==> src/rtl/spi_wb_version_bridge.sv <==
// SPI mode-0 slave that drives a 32-bit Wishbone master, with a read-only version register.
// Frames: cmd, len[2], addr[4], then data; MISO answers SYNC, cmd&7F, zero pad, then read data.
module spi_wb_version_bridge #(
  parameter logic [31:0] VERSION   = 32'hDEADBEEF,
  parameter logic [7:0]  SYNC_BYTE = 8'hDA
) (
  input  logic clk,
  input  logic rst,
  input  logic spi_sclk,
  input  logic spi_cs_n,
  input  logic spi_mosi,
  output logic spi_miso,
  output logic busy
);

  typedef enum logic [2:0] {S_IDLE, S_HDR, S_RD, S_WR, S_SKIP} state_e;

  localparam logic [7:0] CMD_RD = 8'hA1;
  localparam logic [7:0] CMD_WR = 8'hA2;

  // [0],[1] synchroniser, [2] previous synced value for edge detect
  logic [2:0]  sclk_q, cs_q;
  logic [1:0]  mosi_q;
  logic        sclk_rise, sclk_fall, cs_rise, cs_fall, mosi_s;

  state_e      state_q, state_d;
  logic [2:0]  bit_q, bit_d;
  logic [7:0]  rx_q, rx_d, tx_q, tx_d, cmd_q, cmd_d, rx_byte, tx_next;
  logic        miso_q, miso_d;
  logic [15:0] idx_q, idx_d, len_q, len_d;
  logic [31:0] addr_q, addr_d, wdat_q, wdat_d, rdat_q, rdat_d;
  logic [16:0] n17, k17, len_r, rd_off, rk, wo;

  logic        cyc_q, cyc_d, we_q, we_d, ack_q, ack_d;
  logic [31:8] adr_q, adr_d;
  logic [7:0]  tmo_q, tmo_d;
  logic        start, start_we, slv_hit, slv_err;
  logic [31:0] start_adr;
  logic [3:0]  wb_sel;

  assign sclk_rise = sclk_q[1] & ~sclk_q[2];
  assign sclk_fall = ~sclk_q[1] & sclk_q[2];
  assign cs_rise   = cs_q[1] & ~cs_q[2];
  assign cs_fall   = ~cs_q[1] & cs_q[2];
  assign mosi_s    = mosi_q[1];

  assign rx_byte = {rx_q[6:0], mosi_s};
  assign n17     = {1'b0, idx_q};
  assign k17     = n17 + 17'd1;
  assign len_r   = ({1'b0, len_q} + 17'd3) & 17'h1FFFC;
  assign rd_off  = k17 - 17'd8;
  assign rk      = k17 - 17'd7;
  assign wo      = n17 - 17'd7;

  assign wb_sel  = 4'hF;
  assign slv_hit = (adr_q == 24'd0);
  assign slv_err = cyc_q & ~slv_hit;
  assign ack_d   = cyc_q & slv_hit & (|wb_sel) & ~ack_q;

  assign spi_miso = miso_q;
  assign busy     = cyc_q;

  always_ff @(posedge clk or posedge rst) begin
    if (rst) begin
      sclk_q <= '0;
      cs_q   <= '0;
      mosi_q <= '0;
    end else begin
      sclk_q <= {sclk_q[1:0], spi_sclk};
      cs_q   <= {cs_q[1:0], spi_cs_n};
      mosi_q <= {mosi_q[0], spi_mosi};
    end
  end

  always_ff @(posedge clk or posedge rst) begin
    if (rst) begin
      state_q <= S_IDLE;
      bit_q   <= '0;
      rx_q    <= '0;
      tx_q    <= '0;
      miso_q  <= 1'b0;
      idx_q   <= '0;
      cmd_q   <= '0;
      len_q   <= '0;
      addr_q  <= '0;
      wdat_q  <= '0;
      rdat_q  <= '0;
      cyc_q   <= 1'b0;
      we_q    <= 1'b0;
      adr_q   <= '0;
      tmo_q   <= '0;
      ack_q   <= 1'b0;
    end else begin
      state_q <= state_d;
      bit_q   <= bit_d;
      rx_q    <= rx_d;
      tx_q    <= tx_d;
      miso_q  <= miso_d;
      idx_q   <= idx_d;
      cmd_q   <= cmd_d;
      len_q   <= len_d;
      addr_q  <= addr_d;
      wdat_q  <= wdat_d;
      rdat_q  <= rdat_d;
      cyc_q   <= cyc_d;
      we_q    <= we_d;
      adr_q   <= adr_d;
      tmo_q   <= tmo_d;
      ack_q   <= ack_d;
    end
  end

  always_comb begin
    state_d = state_q; bit_d = bit_q; rx_d = rx_q; tx_d = tx_q; miso_d = miso_q;
    idx_d = idx_q; cmd_d = cmd_q; len_d = len_q; addr_d = addr_q;
    wdat_d = wdat_q; rdat_d = rdat_q;
    cyc_d = cyc_q; we_d = we_q; adr_d = adr_q; tmo_d = tmo_q;
    start = 1'b0; start_we = 1'b0; start_adr = addr_q; tx_next = '0;

    if (cs_rise) begin
      state_d = S_IDLE; bit_d = '0; rx_d = '0; tx_d = '0; miso_d = 1'b0;
    end else if (cs_fall) begin
      state_d = S_HDR; bit_d = '0; rx_d = '0; idx_d = '0;
      tx_d = {SYNC_BYTE[6:0], 1'b0}; miso_d = SYNC_BYTE[7];
      cmd_d = '0; len_d = '0; addr_d = '0; wdat_d = '0;
    end else if (state_q != S_IDLE) begin
      if (sclk_fall) begin
        miso_d = tx_q[7];
        tx_d   = {tx_q[6:0], 1'b0};
      end
      if (sclk_rise) begin
        rx_d  = rx_byte;
        bit_d = bit_q + 3'd1;
        if (bit_q == 3'd7) begin
          idx_d = (&idx_q) ? idx_q : idx_q + 16'd1;
          if (idx_q == 16'd0)
            tx_next = rx_byte & 8'h7F;
          else if (state_q == S_RD && k17 >= 17'd8 && rd_off < len_r)
            tx_next = rdat_q[{rd_off[1:0], 3'b000} +: 8];
          tx_d = tx_next;
          case (state_q)
            S_HDR: begin
              case (idx_q)
                16'd0: begin
                  cmd_d = rx_byte;
                  if (rx_byte != CMD_RD && rx_byte != CMD_WR) state_d = S_SKIP;
                end
                16'd1: len_d[7:0]    = rx_byte;
                16'd2: len_d[15:8]   = rx_byte;
                16'd3: addr_d[7:0]   = rx_byte;
                16'd4: addr_d[15:8]  = rx_byte;
                16'd5: addr_d[23:16] = rx_byte;
                16'd6: begin
                  addr_d  = {rx_byte, addr_q[23:0]};
                  state_d = (cmd_q == CMD_RD) ? S_RD : S_WR;
                  // First read word is fetched while pad byte 7 shifts out
                  if (cmd_q == CMD_RD && len_r != 17'd0) begin
                    start     = 1'b1;
                    start_adr = {rx_byte, addr_q[23:0]};
                    addr_d    = start_adr + 32'd4;
                  end
                end
                default: ;
              endcase
            end
            S_RD: begin
              // Prefetch the next word as the current word's last byte is loaded
              if (rk[1:0] == 2'd0 && rk < len_r) begin
                start  = 1'b1;
                addr_d = addr_q + 32'd4;
              end
            end
            S_WR: begin
              wdat_d = {rx_byte, wdat_q[31:8]};
              if (wo[1:0] == 2'd3 && (wo + 17'd1) <= {1'b0, len_q}) begin
                start    = 1'b1;
                start_we = 1'b1;
                addr_d   = addr_q + 32'd4;
              end
            end
            default: ;
          endcase
        end
      end
    end

    // Wishbone master runs independently of the frame so a CS rise cannot cut a cycle short
    if (cyc_q) begin
      if (ack_q) begin
        cyc_d = 1'b0;
        if (!we_q) rdat_d = VERSION;
      end else if (slv_err || tmo_q == 8'd254) begin
        cyc_d = 1'b0;
        if (!we_q) rdat_d = 32'hEEEEEEEE;
      end else begin
        tmo_d = tmo_q + 8'd1;
      end
    end else if (start) begin
      cyc_d = 1'b1;
      we_d  = start_we;
      adr_d = start_adr[31:8];
      tmo_d = '0;
    end
  end

endmodule

==> config.mk <==
export PLATFORM = sky130hd
export DESIGN_NAME = spi_wb_version_bridge
export DESIGN_NICKNAME = d
export VERILOG_FILES = /design/src/rtl/spi_wb_version_bridge.sv
export SDC_FILE = /design/constraint.sdc
export NUM_CORES = 1
export LEC_CHECK = 0
export BUFFER_PORTS_ARGS = -buffer_cell sky130_fd_sc_hd__buf_2
export CORE_ASPECT_RATIO = 1.75
export CORE_UTILIZATION = 59
export CTS_CLUSTER_SIZE = 16
export DETAILED_ROUTE_END_ITERATION = 10
export PLACE_DENSITY = 0.86
export SLEW_MARGIN = 10
export SYNTH_ARGS = -nofsm -noshare
export SYNTH_HDL_FRONTEND = slang
export SYNTH_SLANG_ARGS = --single-unit
==> constraint.sdc <==
create_clock -name clk -period 4.44 [get_ports clk]
set_input_delay 0.888 -clock clk [delete_from_list [all_inputs] [get_ports clk]]
set_output_delay 0.888 -clock clk [all_outputs]
set_load 0.02 [all_outputs]
==> metrics.md, run 1 <==
| Metric | Value |
|---|---|
| Placer congestion estimate | `approximately 0.99` |
| Routed Antenna Nets | `0` |
| Unrepaired setup endpoints after global routing | `true` |
| CTS buffer count | `17` |
| Max-cap violations | `0` |
| Post-layout net count | `between 1,000 and 1,500` |
| Boundary pin count | `7` |
| Final critical-path setup slack | `-0.289 ns` |
| Failing checks | `setup timing` |
| Required time worst endpoint | `4.77 ns` |
| Root Driver | `sky130_fd_sc_hd__clkbuf_16` |
| Detailed Route Iter0 Violations | `1,485` |
| Cell area after synthesis | `between 10,000 and 15,000 um2` |
| Number of global-route vias before repair | `between 10,000 and 15,000` |
| Worst Reg2Reg Path Length in Cells | `22` |
| GRT Residual Overflow | `0` |
| Num Clock Sinks | `138` |
| Wirelength per Cell | `between 20 and 30 um` |
| Final count of negative-setup-slack endpoints | `64` |
| EDFF count, synth | `0` |
| Reg-to-reg critical path endpoint | `adr_q[14]` |
| Synthesized instance count | `1,211` |
| Final Hold Fails | `0` |
| Mean Syn Cell Area | `8.49 um2` |
| Slew @ Worst Pin | `~1.3 ns` |
| Count of unique library cells instantiated by Yosys | `80` |
| Async set-reset flop share out of synthesis | `100%` |
| End point of the most critical hold path | `mosi_q[1]` |
| Sequential share of the synthesized area | `~34%` |
| Number of antenna violations at the first check in global routing | `1` |
| Placeable core region | `17,000 um2` |
| NetSw | `1.22 mW` |
| Count of H-tree levels built during CTS | `4` |
| Fmax | `211 MHz` |
| Die Span Y | `177 um` |
| Initial Util | `60.4%` |
| Number of remaining DRC errors | `0` |
| Post-synthesis to final-layout area growth | `26.8%` |
| Logic gate share of total power | `between 10% and 20%` |
| TritonCTS clock tree | `done` |
| Overall routing resource usage | `a little over two fifths` |
| Count of filler cells inserted in the layout | `1,113` |
| Register Area | `approximately 3500 um2` |
| Power density over the cells | `290 nW/um2` |
| Final max-slew violation count | `0` |
| Layout Skew | `0.0134 ns` |
| Footprint of the multi-input gates | `between 6000 and 7000 um2` |
| CTS Hold Bufs | `0` |
| Internal power component | `between 2 and 3 mW` |
| Final Routed Wirelength | `40,200 um` |
| Data arrival time at the worst-slack endpoint | `5.06 ns` |
| Sequential cell fraction of total power | `40.7%` |
| Period Utilization, post-route | `107%` |
| Worst hold path depth | `0` |
| Nature of the critical path endpoint | `flip-flop` |
| Max-slew headroom | `12.3%` |
| Width of the die | `slightly above 100 um` |
| Hold path startpoint | `mosi_q[0]` |
| Peak supply drop | `0.000267 V` |
| Shortest period the worst path allows | `4.73 ns` |
| Worst-Skew Late Latency | `0.46 ns` |
| Share of power burned in the clock network | `41.8%` |
| # placed instances | `1,525` |
| FF-to-FF setup slack | `-0.29 ns` |
| Via-to-Cell Ratio | `about 7.1` |
| Number of warning messages in the yosys log | `0` |
| Total number of placement rows | `63` |
| Vias post-DR | `approximately 11,000` |
| Fraction of layout instances using a drive strength above 1 | `25.9%` |
| Placed wire-length estimate after detailed placement | `24,800 um` |
| Worst Hold Class | `flip-flop to flip-flop` |
| Switching share of power | `32.3%` |
| Register bit count reported by yosys | `138` |
| CP Launch Type | `flip-flop` |
| Total nets after synthesis | `1,273` |
| Clk buf depth | `2` |
| FF-to-FF Start | `idx_q[0]` |
| Global-route wire length before repair | `57,500 um` |
| Finished Core Util | `76.5%` |
| Standby leakage power | `5.62 nW` |
| Power consumption | `3.77 mW` |
| Clock-pin slew on the worst setup and hold paths | `0.06 ns` |
| Largest net degree at the start of global routing | `approximately 140` |
| Total iterations of the first detailed-routing run | `7` |
| Largest driver fanout on the critical path | `7` |
| Status | `complete, but fails checks` |
| Total of buffers placed on input and output ports | `6` |
| Antenna cell count | `0` |
| Critical path class | `flip-flop to flip-flop` |
| Hold_ws | `about 0.35 ns` |
| Most used flip-flop cell after synthesis | `sky130_fd_sc_hd__dfrtp_1` |
| Post-route insts no fill | `1,584` |
| Floorplan die area | `~18,000 um2` |
## area by class of cell
cell class,instances,share of cell area [%]
Clock buffer,18,3.37
Clock inverter,14,1.49
Inverter,55,1.61
Multi-Input combinational cell,950,53.5
Sequential cell,138,26.5
Tap cell,227,2.18
Timing Repair Buffer,182,11.3
## kinds of logic (layout without fill, tap and decap cells)
group,Yosys count,in the layout,share of synthesized area [%]
adder cells (fa/ha/maj),57,57,6.94
XOR/XNOR,90,90,7.81
AND/OR/NAND/NOR,470,470,22.8
buffers and inverters,124,269,4.88
multiplexers,51,51,5.55
flip-flops,138,138,33.6
AO/OA/AOI/OAI,281,282,18.4
## repair_timing
| item | 4_1_cts | 5_1_grt |
|---|---|---|
| pin swaps | 23 | 46 |
| resized for setup | 36 | 100 |
| setup buffers | 10 | 14 |
| setup endpoints to repair | 62 | 71 |
| cloned | 2 | 2 |
## placed cells by master (no fill, tap or decap), types with 10 or more instances in the layout
master                      Yosys  routed
sky130_fd_sc_hd__a21oi_1       51      48
sky130_fd_sc_hd__and2_1        13      13
sky130_fd_sc_hd__and3_1        16      15
sky130_fd_sc_hd__buf_4          3     160
sky130_fd_sc_hd__buf_6          1      10
sky130_fd_sc_hd__clkbuf_16      0      19
sky130_fd_sc_hd__dfrtp_1      138     134
sky130_fd_sc_hd__ha_1          57      54
sky130_fd_sc_hd__inv_1         54      51
sky130_fd_sc_hd__mux2_1        24      16
sky130_fd_sc_hd__mux2_2        20      20
sky130_fd_sc_hd__nand2_1      119     118
sky130_fd_sc_hd__nand2b_1      11      10
sky130_fd_sc_hd__nand3_1       48      42
sky130_fd_sc_hd__nand4_1       25      25
sky130_fd_sc_hd__nor2_1       108     103
sky130_fd_sc_hd__nor2b_1       12      10
sky130_fd_sc_hd__nor3_1        52      42
sky130_fd_sc_hd__nor4_1        21      17
sky130_fd_sc_hd__o21ai_0       74      62
sky130_fd_sc_hd__o21ai_1        2      12
sky130_fd_sc_hd__o31ai_1       34      22
sky130_fd_sc_hd__xnor2_1       66      62
sky130_fd_sc_hd__xor2_1        23      21
## synth_stat cells (13+ instances only)
library cell	instances	area share, %
sky130_fd_sc_hd__nor4_1	21	1.3
sky130_fd_sc_hd__nor3_1	52	2.5
sky130_fd_sc_hd__inv_1	54	2.0
sky130_fd_sc_hd__a21oi_1	51	2.5
sky130_fd_sc_hd__ha_1	57	6.9
sky130_fd_sc_hd__mux2_1	24	2.6
sky130_fd_sc_hd__xnor2_1	66	5.6
sky130_fd_sc_hd__o31ai_1	34	2.5
sky130_fd_sc_hd__nand3_1	48	2.3
sky130_fd_sc_hd__clkbuf_1	48	1.8
sky130_fd_sc_hd__and2_1	13	0.79
sky130_fd_sc_hd__o21ai_0	74	3.6
sky130_fd_sc_hd__and3_1	16	0.97
sky130_fd_sc_hd__mux2_2	20	2.2
sky130_fd_sc_hd__nand4_1	25	1.5
sky130_fd_sc_hd__dfrtp_1	138	34
sky130_fd_sc_hd__nand2_1	119	4.3
sky130_fd_sc_hd__buf_2	14	0.68
sky130_fd_sc_hd__xor2_1	23	2.0
sky130_fd_sc_hd__nor2_1	108	3.9
## registers in the layout, indices dropped and copies added (netlist names), 2 cells and up
| name | flops |
|---|---|
| addr_q | 30 |
| adr_q | 24 |
| idx_q | 16 |
| len_q | 16 |
| cmd_q | 8 |
| tmo_q | 8 |
| tx_q | 8 |
| rx_q | 7 |
| bit_q | 3 |
| cs_q | 3 |
| rdat_q | 3 |
| sclk_q | 3 |
| state_q | 3 |
| mosi_q | 2 |
## worst max path at each step
stage / start / to / slack, ns / cells after the start
CTS: idx_q[0] / adr_q[21] / -0.002 / 21
global placement: idx_q[0] / addr_q[11] / -0.16 / 20
floorplan: idx_q[1] / addr_q[20] / -0.01 / 20
global route: idx_q[0] / addr_q[20] / -0.53 / 22
detailed placement: idx_q[2] / addr_q[21] / -0.30 / 19
finish: idx_q[0] / adr_q[14] / -0.29 / 22
## power by group through the flow
| stage | clock, mW | combinational, mW | sequential [mW] |
|---|---|---|---|
| final | 1.58 | 0.663 | 1.54 |
| after global routing | 1.62 | 0.713 | 1.54 |
| after CTS | 1.56 | 0.575 | 1.51 |
| after detailed placement | 0 | 0.558 | 1.53 |
| after global placement | 0 | 0.538 | 1.52 |
| after floorplan | 0 | 0.414 | 1.47 |
## through the flow
stage | setup slack (ns) | cell area (um2) | TNS, ns
floorplan | -0.00963 | 10300 | -0.0465
global placement | -0.164 | 11500 | -3.65
detailed placement | -0.296 | 11500 | -12.36
CTS | -0.00244 | 12400 | -0.00416
global route | -0.527 | 13000 | -26.59
finish | -0.289 | 13000 | -14.23
## routing by layer
layer / up-vias / GRT usage [%] / share of wire (%)
met1: 5205 / 40.6 / 30
met3: 432 / 12.7 / 9.9
met4: 0 / 43.7 / 13
met5: - / 2.37 / 0
met2: 911 / 71.3 / 47
li1: 4669 / - / -
## critical path, stage by stage, from the launching register on
cell	delay (ns)
sky130_fd_sc_hd__dfrtp_1	0.41
sky130_fd_sc_hd__ha_4	0.18
sky130_fd_sc_hd__buf_6	0.13
sky130_fd_sc_hd__nand4_1	0.20
sky130_fd_sc_hd__nor4b_2	0.33
sky130_fd_sc_hd__buf_4	0.20
sky130_fd_sc_hd__o2111a_1	0.22
sky130_fd_sc_hd__nand2_2	0.08
sky130_fd_sc_hd__nor3_4	0.22
sky130_fd_sc_hd__and3_1	0.19
sky130_fd_sc_hd__a21o_1	0.20
sky130_fd_sc_hd__ha_4	0.24
sky130_fd_sc_hd__nand4_1	0.13
sky130_fd_sc_hd__nor2_4	0.07
sky130_fd_sc_hd__a2111oi_4	0.35
sky130_fd_sc_hd__o211ai_1	0.14
sky130_fd_sc_hd__buf_4	0.19
sky130_fd_sc_hd__nor2b_4	0.16
sky130_fd_sc_hd__a32oi_2	0.10
sky130_fd_sc_hd__a21oi_4	0.22
sky130_fd_sc_hd__buf_6	0.14
sky130_fd_sc_hd__clkbuf_16	0.16
sky130_fd_sc_hd__mux2_1	0.31
No activity file was read; power rests on OpenSTA's default activity.
==> inputs of run 2 (changes only) <==
- CAP_MARGIN: default -> 10
- SETUP_SLACK_MARGIN: default -> 0.5
==> metrics.md, run 2 <==
| Metric | Value |
|---|---|
| Synthesized instance count | `1,211` |
| Mean Syn Cell Area | `~8.5 um2` |
| Placer congestion estimate | `roughly 1.0` |
| Register bit count reported by yosys | `138` |
| Die Span Y | `177 um` |
| Count of unique library cells instantiated by Yosys | `80` |
| Total nets after synthesis | `~1,300` |
| Library cell with the highest instance count after synthesis | `sky130_fd_sc_hd__dfrtp_1` |
| Total of buffers placed on input and output ports | `6` |
| Area fraction of the dominant cell type after synthesis | `between 30 and 40%` |
| Async set-reset flop share out of synthesis | `100%` |
| Most used flip-flop cell after synthesis | `sky130_fd_sc_hd__dfrtp_1` |
| Initial Util | `60.4%` |
| EDFF count, synth | `0` |
| First error message | `[ERROR GRT-0232] Routing congestion too high. Check the congestion heatmap in the GUI.` |
| End pin of the worst setup path after global-route repair | `addr_q[11]$_DFFE_PP0P_/D` |
| Cell taking the most area after synthesis | `sky130_fd_sc_hd__dfrtp_1` |
| Width of the die | `102 um` |
| Fail Step | `global routing` |
| Clk buf depth | `2` |
| Num Clock Sinks | `138` |
| Commonest cells in the synthesized netlist | `sky130_fd_sc_hd__dfrtp_1, sky130_fd_sc_hd__nand2_1, sky130_fd_sc_hd__nor2_1, sky130_fd_sc_hd__o21ai_0, sky130_fd_sc_hd__xnor2_1` |
| Largest net degree at the start of global routing | `90` |
| Overall routing resource usage | `between 50% and 60%` |
| Boundary pin count | `7` |
| Leading cell types by total area after synthesis | `sky130_fd_sc_hd__dfrtp_1, sky130_fd_sc_hd__ha_1, sky130_fd_sc_hd__xnor2_1` |
| Status | `did not finish` |
| Total number of placement rows | `63` |
| Sequential share of the synthesized area | `33.6%` |
| Placed wire-length estimate after detailed placement | `25,400 um` |
| CTS buffer count | `17` |
| GRT Residual Overflow | `3` |
| Count of H-tree levels built during CTS | `4` |
| Root Driver | `sky130_fd_sc_hd__clkbuf_16` |
| Number of warning messages in the yosys log | `0` |
| Cell area after synthesis | `10,300 um2` |
| Worst_ep kind | `register data pin` |
==> run 2: cell counts after synthesis <==
Identical to the previous run, type by type.
==> run 2: stage by stage <==
| step | util (%) | setup WS, ns | std cells | TNS [ns] | cell area, um2 |
|---|---|---|---|---|---|
| after detailed placement | 69.1 | -0.377 | 1540 | -14.65 | 11800 |
| after floorplan | - | 0.261 | 1211 | 0 | 10500 |
| after CTS | 77.6 | -0.0104 | 1600 | -0.0448 | 13200 |
| after global placement | 69.1 | -0.195 | 1540 | -7.11 | 11800 |
==> run 2: kinds of logic after synthesis <==
| family | synth area share, % |
|---|---|
| AOI/OAI and AO/OA | 18.4 |
| xor gates and xnor gates | 7.81 |
| adders and majority gates | 6.94 |
| buffers and inverters | 4.88 |
| DFF | 33.6 |
| muxes | 5.55 |
| and+or+nand+nor | 22.8 |
==> run 2: metal layers <==
layer  global-route usage, %  overflow
met5                    3.85         0
met4                    51.2         3
met2                    77.4         0
met3                    25.6         0
met1                    48.6         0
==> run 2: repair_timing <==
| action | in CTS |
|---|---|
| pin swaps | 63 |
| cloned | 3 |
| buffers inserted | 25 |
| hold buffers | 0 |
| setup endpoints to repair | 72 |
| gates resized for setup | 128 |
==> inputs of run 3 (changes only) <==
- CORE_ASPECT_RATIO: 1.75 -> default
- CORE_UTILIZATION: 59 -> 40
- CTS_CLUSTER_SIZE: 16 -> default
- PLACE_DENSITY: 0.86 -> default
- PLACE_DENSITY_LB_ADDON: default -> 0.15
- SETUP_SLACK_MARGIN: 0.5 -> default
- clock period: 4.44 -> 5.8 ns (I/O delays scaled with it)
==> metrics.md, run 3 (synthesis results as in run 1) <==
| Metric | Value |
|---|---|
| TritonCTS clock tree | `done` |
| Worst-Skew Late Latency | `0.43 ns` |
| Slew @ Worst Pin | `1.13 ns` |
| Via-to-Cell Ratio | `slightly below 6` |
| Required time worst endpoint | `6.09 ns` |
| Final Routed Wirelength | `about 31,000 um` |
| Vias post-DR | `roughly 9,000` |
| Clk buf depth | `2` |
| Power density over the cells | `about 240 nW/um2` |
| Width of the die | `162 um` |
| Largest registers | `addr_q (30), adr_q (24)` |
| Clock-pin slew on the worst setup and hold paths | `approximately 0.07 ns` |
| Family with the most delay on the worst path | `simple AND/OR/NAND/NOR gates` |
| Worst Hold Class | `flip-flop to flip-flop` |
| Boundary pin count | `7` |
| Max-cap violations | `0` |
| Layout Skew | `0.0106 ns` |
| Overall routing resource usage | `24.4%` |
| Die Span Y | `approximately 160 um` |
| CP Launch Type | `flip-flop` |
| Max-slew headroom | `24.3%` |
| Root Driver | `sky130_fd_sc_hd__clkbuf_16` |
| Standby leakage power | `between 4 and 5 nW` |
| Status | `complete, no violations` |
| Number of setup buffers added after CTS | `0` |
| Total of buffers placed on input and output ports | `6` |
| Crit path buf inv count | `2` |
| Post-synthesis to final-layout area growth | `9.35%` |
| CP peak stage delay | `0.67 ns` |
| Placer congestion estimate | `between 0.9 and 1` |
| Number of antenna violations at the first check in global routing | `0` |
| Crit-path slowest cell | `sky130_fd_sc_hd__nor4_1` |
| Peak supply drop | `0.000179 V` |
| Sum of negative setup slack | `0 ns` |
| Count of H-tree levels built during CTS | `4` |
| Nature of the critical path endpoint | `flip-flop` |
| Wirelength per Cell | `roughly 20 um` |
| Finished Cell Area | `11,200 um2` |
| Floorplan die area | `26,300 um2` |
| Number of remaining DRC errors | `0` |
| Largest driver fanout on the critical path | `34` |
| Unrepaired setup endpoints after global routing | `false` |
| Detailed Route Iter0 Violations | `slightly below 900` |
| Data arrival time at the worst-slack endpoint | `5.72 ns` |
| Final Hold Fails | `0` |
| Shortest period the worst path allows | `5.44 ns` |
| Placed wire-length estimate after detailed placement | `22,900 um` |
| Total iterations of the first detailed-routing run | `5` |
| GRT Residual Overflow | `0` |
| Number of global-route vias before repair | `8,528` |
| Most common library cell in the layout ignoring fill and taps | `sky130_fd_sc_hd__dfrtp_1` |
| Final count of negative-setup-slack endpoints | `0` |
| Area of placed instances | `~11,000 um2` |
| Final max-slew violation count | `0` |
| Cells along the critical path | `a31oi_1 -> buf_4 -> nor4b_1 -> a2bb2oi_1 -> nor4_1 -> nand3b_1 -> xor2_1 -> ha_1 -> nand2_1 -> nor4_1 -> o31ai_1 -> and4_1 -> o32a_1 -> a311oi_4 -> buf_12 -> or2_1 -> o31ai_1` |
| Post-route insts no fill | `1,534` |
| Total number of placement rows | `58` |
| Global-route wire length before repair | `49,400 um` |
| Reg with most FFs | `addr_q` |
| Placeable core region | `around 25,000 um2` |
| Most frequent cells in the layout | `sky130_fd_sc_hd__dfrtp_1, sky130_fd_sc_hd__nand2_1, sky130_fd_sc_hd__nor2_1` |
| Period Utilization, post-route | `between 90% and 100%` |
| Max reg flops | `30` |
| Antenna cell count | `0` |
| Fmax | `184 MHz` |
| Routed Antenna Nets | `0` |
| Num Clock Sinks | `138` |
| # placed instances | `1,503` |
| Post-layout net count | `1,254` |
| CTS buffer count | `17` |
| Initial Util | `40.8%` |
| Critical path class | `flip-flop to flip-flop` |
| Fraction of layout instances using a drive strength above 1 | `8.80%` |
| Largest net degree at the start of global routing | `96` |
[run 3: layer usage]
layer	global-route usage [%]	up-vias	routed length, um
met5	0	-	0
met3	3.86	41	1680
met2	38.5	307	14500
met4	7.55	0	708
met1	34.1	4327	14400
li1	-	4358	-
[run 3: path summary, 6_finish.rpt]
check,from,to,slack [ns],cells past startpoint
max,idx_q[2],addr_q[10],0.36,17
min,mosi_q[0],mosi_q[1],0.34,0
max reg2reg,idx_q[2],addr_q[10],0.36,17
min reg2reg,mosi_q[0],mosi_q[1],0.34,0
max in group asynchronous,rst,addr_q[7],3.71,3
min in group asynchronous,rst,tmo_q[4],0.93,2
[run 3: stage by stage]
stage / utilization, % / setup WS (ns) / hold slack (ns) / power [mW]
after CTS: 44.6 / 0.365 / 0.345 / 2.72
after global routing: 44.6 / 0.0946 / 0.348 / 2.83
after floorplan: - / 0.944 / 0.331 / 1.44
final: 44.6 / 0.365 / 0.343 / 2.70
after detailed placement: 42.3 / 0.371 / 0.337 / 1.59
after global placement: 42.3 / 0.511 / 0.333 / 1.58
[run 3: report_power, final]
| part | internal, mW | switching, mW |
|---|---|---|
| logic | 0.161 | 0.258 |
| registers | 1.04 | 0.116 |
| clock network | 0.649 | 0.474 |
[run 3: what timing repair did]
item,CTS,global route
setup endpoints to repair,0,46
hold buffers,0,0
resized for setup,0,2
[run 3: cell type report]
cell class	count	area (um2)
clock inverter	12	141
timing repair buffer	31	230
multi-input combinational	949	6350
tap	330	413
clock buffer	19	443
inverter	55	211
fill	2446	13900
sequential	138	3450
